==> config.mk <==
export PLATFORM = sky130hd
export DESIGN_NAME = xps2_keyq
export DESIGN_NICKNAME = d
export VERILOG_FILES = /design/src/rtl/xps2_keyq.sv
export SDC_FILE = /design/constraint.sdc
export NUM_CORES = 1
export LEC_CHECK = 0
export BUFFER_PORTS_ARGS = -buffer_cell sky130_fd_sc_hd__clkbuf_2
export CORE_ASPECT_RATIO = 0.8
export CORE_MARGIN = 2
export CORE_UTILIZATION = 50
export CTS_CLUSTER_SIZE = 28
export DETAILED_ROUTE_END_ITERATION = 16
export GPL_TIMING_DRIVEN = 0
export PLACE_DENSITY = 0.7
export SLEW_MARGIN = 20
export SYNTH_ARGS = -nofsm -noshare
export SYNTH_HDL_FRONTEND = slang
export SYNTH_SLANG_ARGS = --single-unit
==> constraint.sdc <==
create_clock -name clk -period 5.7 [get_ports clk]
set_input_delay 1.425 -clock clk [delete_from_list [all_inputs] [get_ports clk]]
set_output_delay 1.425 -clock clk [all_outputs]
set_load 0.05 [all_outputs]
==> src/rtl/xps2_keyq.sv <==
// PS/2 scan-code set 2 key queue: strips E0/F0 prefixes, maps calculator keys to 5-bit codes,
// and buffers them in a FIFO popped through a two-word memory-mapped read port.
module xps2_keyq #(
    parameter int unsigned DEPTH_LOG2 = 3,
    parameter int unsigned DATA_W     = 32
) (
    input  logic              clk,
    input  logic              rst,
    input  logic [7:0]        byte_in,
    input  logic              byte_valid,
    input  logic              sel,
    input  logic              we,
    input  logic              addr,
    output logic [DATA_W-1:0] data_out,
    output logic              not_empty
);

    localparam int unsigned DEPTH = 1 << DEPTH_LOG2;
    localparam logic [DEPTH_LOG2:0] COUNT_FULL = DEPTH[DEPTH_LOG2:0];

    typedef enum logic [1:0] {StIdle, StExt, StBrk, StExtBrk} state_e;

    state_e                state_q, state_d;
    logic [DEPTH_LOG2-1:0] wr_ptr_q, rd_ptr_q;
    logic [DEPTH_LOG2:0]   count_q, count_d;
    logic                  overflow_q, overflow_d;
    logic [4:0]            mem_q [DEPTH];

    logic       flush, key_rd, stat_rd;
    logic       push_req, push, pop, full;
    logic [4:0] push_code;
    logic       map_hit;
    logic [4:0] map_code;

    assign flush   = sel & we & ~addr;
    assign key_rd  = sel & ~we & ~addr;
    assign stat_rd = sel & ~we & addr;
    assign full    = (count_q == COUNT_FULL);

    // Plain (non-extended) make-code translation.
    always_comb begin
        map_hit  = 1'b1;
        map_code = 5'h00;
        unique case (byte_in)
            8'h45, 8'h70: map_code = 5'h00;
            8'h16, 8'h69: map_code = 5'h01;
            8'h1E, 8'h72: map_code = 5'h02;
            8'h26, 8'h7A: map_code = 5'h03;
            8'h25, 8'h6B: map_code = 5'h04;
            8'h2E, 8'h73: map_code = 5'h05;
            8'h36, 8'h74: map_code = 5'h06;
            8'h3D, 8'h6C: map_code = 5'h07;
            8'h3E, 8'h75: map_code = 5'h08;
            8'h46, 8'h7D: map_code = 5'h09;
            8'h79:        map_code = 5'h0A;
            8'h7B:        map_code = 5'h0B;
            8'h7C:        map_code = 5'h0C;
            8'h5A:        map_code = 5'h0E;
            8'h66:        map_code = 5'h0F;
            8'h76:        map_code = 5'h10;
            default:      map_hit  = 1'b0;
        endcase
    end

    always_comb begin
        state_d   = state_q;
        push_req  = 1'b0;
        push_code = map_code;
        if (byte_valid) begin
            unique case (state_q)
                StIdle: begin
                    if (byte_in == 8'hE0)      state_d = StExt;
                    else if (byte_in == 8'hF0) state_d = StBrk;
                    else                       push_req = map_hit;
                end
                StExt: begin
                    state_d = StIdle;
                    if (byte_in == 8'hF0) begin
                        state_d = StExtBrk;
                    end else if (byte_in == 8'h4A) begin
                        push_req  = 1'b1;
                        push_code = 5'h0D;
                    end else if (byte_in == 8'h5A) begin
                        push_req  = 1'b1;
                        push_code = 5'h0E;
                    end
                end
                StBrk, StExtBrk: state_d = StIdle;
                default:         state_d = StIdle;
            endcase
        end
        if (flush) begin
            state_d  = StIdle;
            push_req = 1'b0;
        end
    end

    // A pop frees a slot in the same cycle, so a push into a full FIFO is accepted then.
    assign pop  = key_rd & not_empty;
    assign push = push_req & (~full | pop);

    always_comb begin
        count_d = count_q;
        if (flush)             count_d = '0;
        else if (push & ~pop)  count_d = count_q + 1'b1;
        else if (pop & ~push)  count_d = count_q - 1'b1;
    end

    // Set wins over the clear from a status read.
    always_comb begin
        overflow_d = overflow_q;
        if (stat_rd)                    overflow_d = 1'b0;
        if (push_req & full & ~pop)     overflow_d = 1'b1;
    end

    always_ff @(posedge clk or negedge rst) begin
        if (!rst) begin
            state_q    <= StIdle;
            wr_ptr_q   <= '0;
            rd_ptr_q   <= '0;
            count_q    <= '0;
            overflow_q <= 1'b0;
            not_empty  <= 1'b0;
        end else begin
            state_q    <= state_d;
            count_q    <= count_d;
            overflow_q <= overflow_d;
            not_empty  <= (count_d != '0);
            if (flush) begin
                wr_ptr_q <= '0;
                rd_ptr_q <= '0;
            end else begin
                if (push) wr_ptr_q <= wr_ptr_q + 1'b1;
                if (pop)  rd_ptr_q <= rd_ptr_q + 1'b1;
            end
        end
    end

    always_ff @(posedge clk or negedge rst) begin
        if (!rst) begin
            for (int i = 0; i < DEPTH; i++) mem_q[i] <= '0;
        end else if (push) begin
            mem_q[wr_ptr_q] <= push_code;
        end
    end

    always_comb begin
        data_out = '0;
        if (key_rd && not_empty) begin
            data_out[DATA_W-1] = 1'b1;
            data_out[4:0]      = mem_q[rd_ptr_q];
        end else if (stat_rd) begin
            data_out[DEPTH_LOG2+4:0] = {count_q, 1'b0, overflow_q, full, not_empty};
        end
    end

endmodule

==> impl_metrics.yaml <==
outcome:
  status: "complete, no violations"
floorplan:
  die_h_um: 81.54
  coreArea_um2: 7357
  rows: 28
  die_width_um: 100.9
  initial_core_util_pct: 51.07
  ios: 47
  die_area_um2: 8229
setup_path:
  end_kind: "output port"
  required_ns: 4.28
  critPathArrivalTime_ns: 2.97
  slowest_delay_ns: 0.31
  path_cells: "clkbuf_2 -> nand3b_1 -> or2_2 -> clkbuf_1 -> clkbuf_1 -> o21ai_0 -> clkbuf_2"
  worstSetupPathType: "input port to output port"
  path_max_fanout: 10
  critPathSlowestCell: "clkbuf_2"
  crit_path_start_kind: "input port"
sta:
  slew_viol_final: 0
  slew_headroom_pct: 41.36
  fin_crit_sh_pct: 77.07
  hold_viol: 0
  finalSetupViolCount: 0
  timing.fmax_mhz: 227.6
  period_needed_ns: 4.393
  clock_skew_ns: 0.005536
  whs_ns: 0.5092
  fin_tns_setup_ns: 0
  tightest_slew_ns: 0.8795
  rsz0062_at_grt: "no"
drt:
  wl_per_cell_um: 16.58
  drtIter0Drc: 212
  postRouteAntennaNets: 0
  via_count: 2697
  routed_wl_mm: 7.877
  vias_per_cell: 5.678
  first_pass_iters: 4
  drc: 0
cts:
  root_buffer: "clkbuf_8"
  ctsResizeCount: 0
  cts_made_buffers: 5
  insertion_delay_ns: 0.31
  worst_setup_hold_path_clk_slew_ns: 0.10
  cts_tree: "yes"
  postCtsSetupRepairBufs: 0
  holdBufCountCts: 0
  cts_buffer_depth: 2
  clock_sinks: 54
  cts_htree_levels: 2
logic_synthesis:
  syn-cell-area_um2: 3757
  synth_enable_flop_cells: 0
  ys_async_sr_fraction_pct: 100.0
  ys_types: 76
  ys_warn_count: 0
  ys_seq_area_share_pct: 35.96
  synthCells: 335
  ys.flop_type: "dfrtp_1"
  syn_avg_cell_area_um2: 11.22
  synth-seq-cells: 54
global_route:
  antenna_found_initial: 0
  grt_pass1_vias: 2574
  grtUsageTotal_pct: 20.20
  grt_pass1_wl_mm: 13.09
  grt_max_degree: 55
  grt_overflow: 0
power_and_ir_drop:
  powerDensity_nw_per_um2: 239.1
  seq_power_share_pct: 45.2
  clockPowerShare_pct: 22.5
  power.leakage_uw: 0.001938
  ir_drop_mv: 0.1121
  p_switching_uw: 368.0
  power.internal_uw: 623.8
  swShare_pct: 37.10
  comb_power_share_pct: 32.3
  total_power_uw: 991.8
finish:
  multi_input_area_um2: 2145
  area_delta_synth_final_pct: 10.39
  nets: 402
  diodes: 0
  drive_gt1_share_pct: 36.88
  seqCellArea_um2: 1351
  fillers: 637
hold_path:
  hold_path_class: "flip-flop to flip-flop"
flow_run:
  maxCapViolations: 0
place:
  dp_hpwl_mm: 5.767
  routabilityCongestion: 0.9245
  io_buffers: 20
## worst max-delay path: cells and delay by family
family,cells,cell delay [ns]
and+or+nand+nor,2,0.44
buffers and inverters,4,0.87
AOI/OAI and AO/OA,1,0.24
## state kept, by name, indices dropped and copies added (netlist names)
register,flops
count_q,4
mem_q,40
not_empty,1
overflow_q,1
rd_ptr_q,3
state_q,2
wr_ptr_q,3
## layout by cell type (no fill, tap or decap), types with 10 or more instances in the layout
cell type  count
dfrtp_1       54
buf_4         31
mux2_2        30
conb_1        23
clkbuf_2      19
nand2_1       18
nor2_1        16
mux4_2        10
mux2_4        10
## layout make-up
class / count / share of cell area [%]
flip-flops and latches: 54 / 32.58
inverters: 8 / 0.7240
clock buffers: 5 / 1.659
plain buffers: 47 / 7.572
multi-input cells: 248 / 51.70
clock inverters: 3 / 0.5732
well taps: 90 / 2.715
repair buffers: 20 / 2.474
## path summary, 6_finish.rpt
kind / from / to / slack [ns] / depth (start not counted)
min: mem_q[16] / mem_q[16] / 0.51 / 1
max in group asynchronous: rst / mem_q[4] / 4.04 / 1
min reg2reg: mem_q[16] / mem_q[16] / 0.51 / 1
max reg2reg: state_q[0] / mem_q[21] / 2.95 / 8
min in group asynchronous: rst / mem_q[27] / 1.17 / 1
max: we / data_out[2] / 1.31 / 7
## power by group through the flow
stage	clock, µW	sequential [µW]	combinational [µW]
final	223	448	321
after global routing	245	453	353
after CTS	229	448	322
after detailed placement	0	456	322
after global placement	0	454	317
after floorplan	0	458	247
## Yosys cell counts, drive strengths merged, types with 2 or more instances
cell type,count,share of area [%]
a211oi,2,0.40
mux2i,8,2.1
mux2,40,13
nor4,3,1.3
and4bb,4,1.3
o21ai,6,0.90
o211ai,2,0.53
o41ai,2,0.47
xor2,3,0.70
nand4b,3,1.1
ha,4,1.3
and2,2,0.33
nand3b,7,1.7
nor4b,2,1.0
a41oi,2,0.47
nor3,10,1.9
a21oi,8,1.4
nor2b,6,1.0
inv,7,0.70
nand4,4,0.67
nand2,19,2.0
mux4,10,6.0
o2111ai,2,0.47
nor2,16,1.6
dfrtp,54,36
nor3b,2,0.70
nor4bb,5,1.3
clkbuf,7,0.70
buf,40,7.7
nand2b,6,1.0
and4b,3,0.90
o22ai,4,0.67
xnor2,4,0.93
nand3,8,1.1
or2,3,0.50
or4,4,0.80
o32a,2,0.53
## stage by stage
stage	worst slack, ns	util, %	cell area (µm²)	std cells
4_1_cts	1.294	56.38	4148	475
5_1_grt	1.193	56.38	4148	475
6_report	1.307	56.38	4148	475
3_3_place_gp	1.326	55.08	4053	467
3_5_place_dp	1.299	55.12	4055	467
2_1_floorplan	0.9470	-	3840	357
## layer usage
| metal | wire length, µm | vias to the layer above | GRT usage [%] |
|---|---|---|---|
| met5 | 0 | - | 0 |
| met2 | 3672 | 75 | 33.53 |
| met4 | 82 | 0 | 4.189 |
| li1 | - | 1303 | - |
| met3 | 338 | 10 | 3.319 |
| met1 | 3783 | 1309 | 28.25 |
## cell families after synthesis
| family | after synthesis | share of synthesized area [%] |
|---|---|---|
| flops | 54 | 35.96 |
| simple gates | 112 | 21.38 |
| other cells | 1 | 0.09980 |
| xor+xnor | 7 | 1.632 |
| fa+ha+maj | 4 | 1.332 |
| compound gates | 44 | 9.324 |
| buf+inv | 55 | 9.157 |
| mux | 58 | 21.11 |
(Power assumes the default switching activity.)
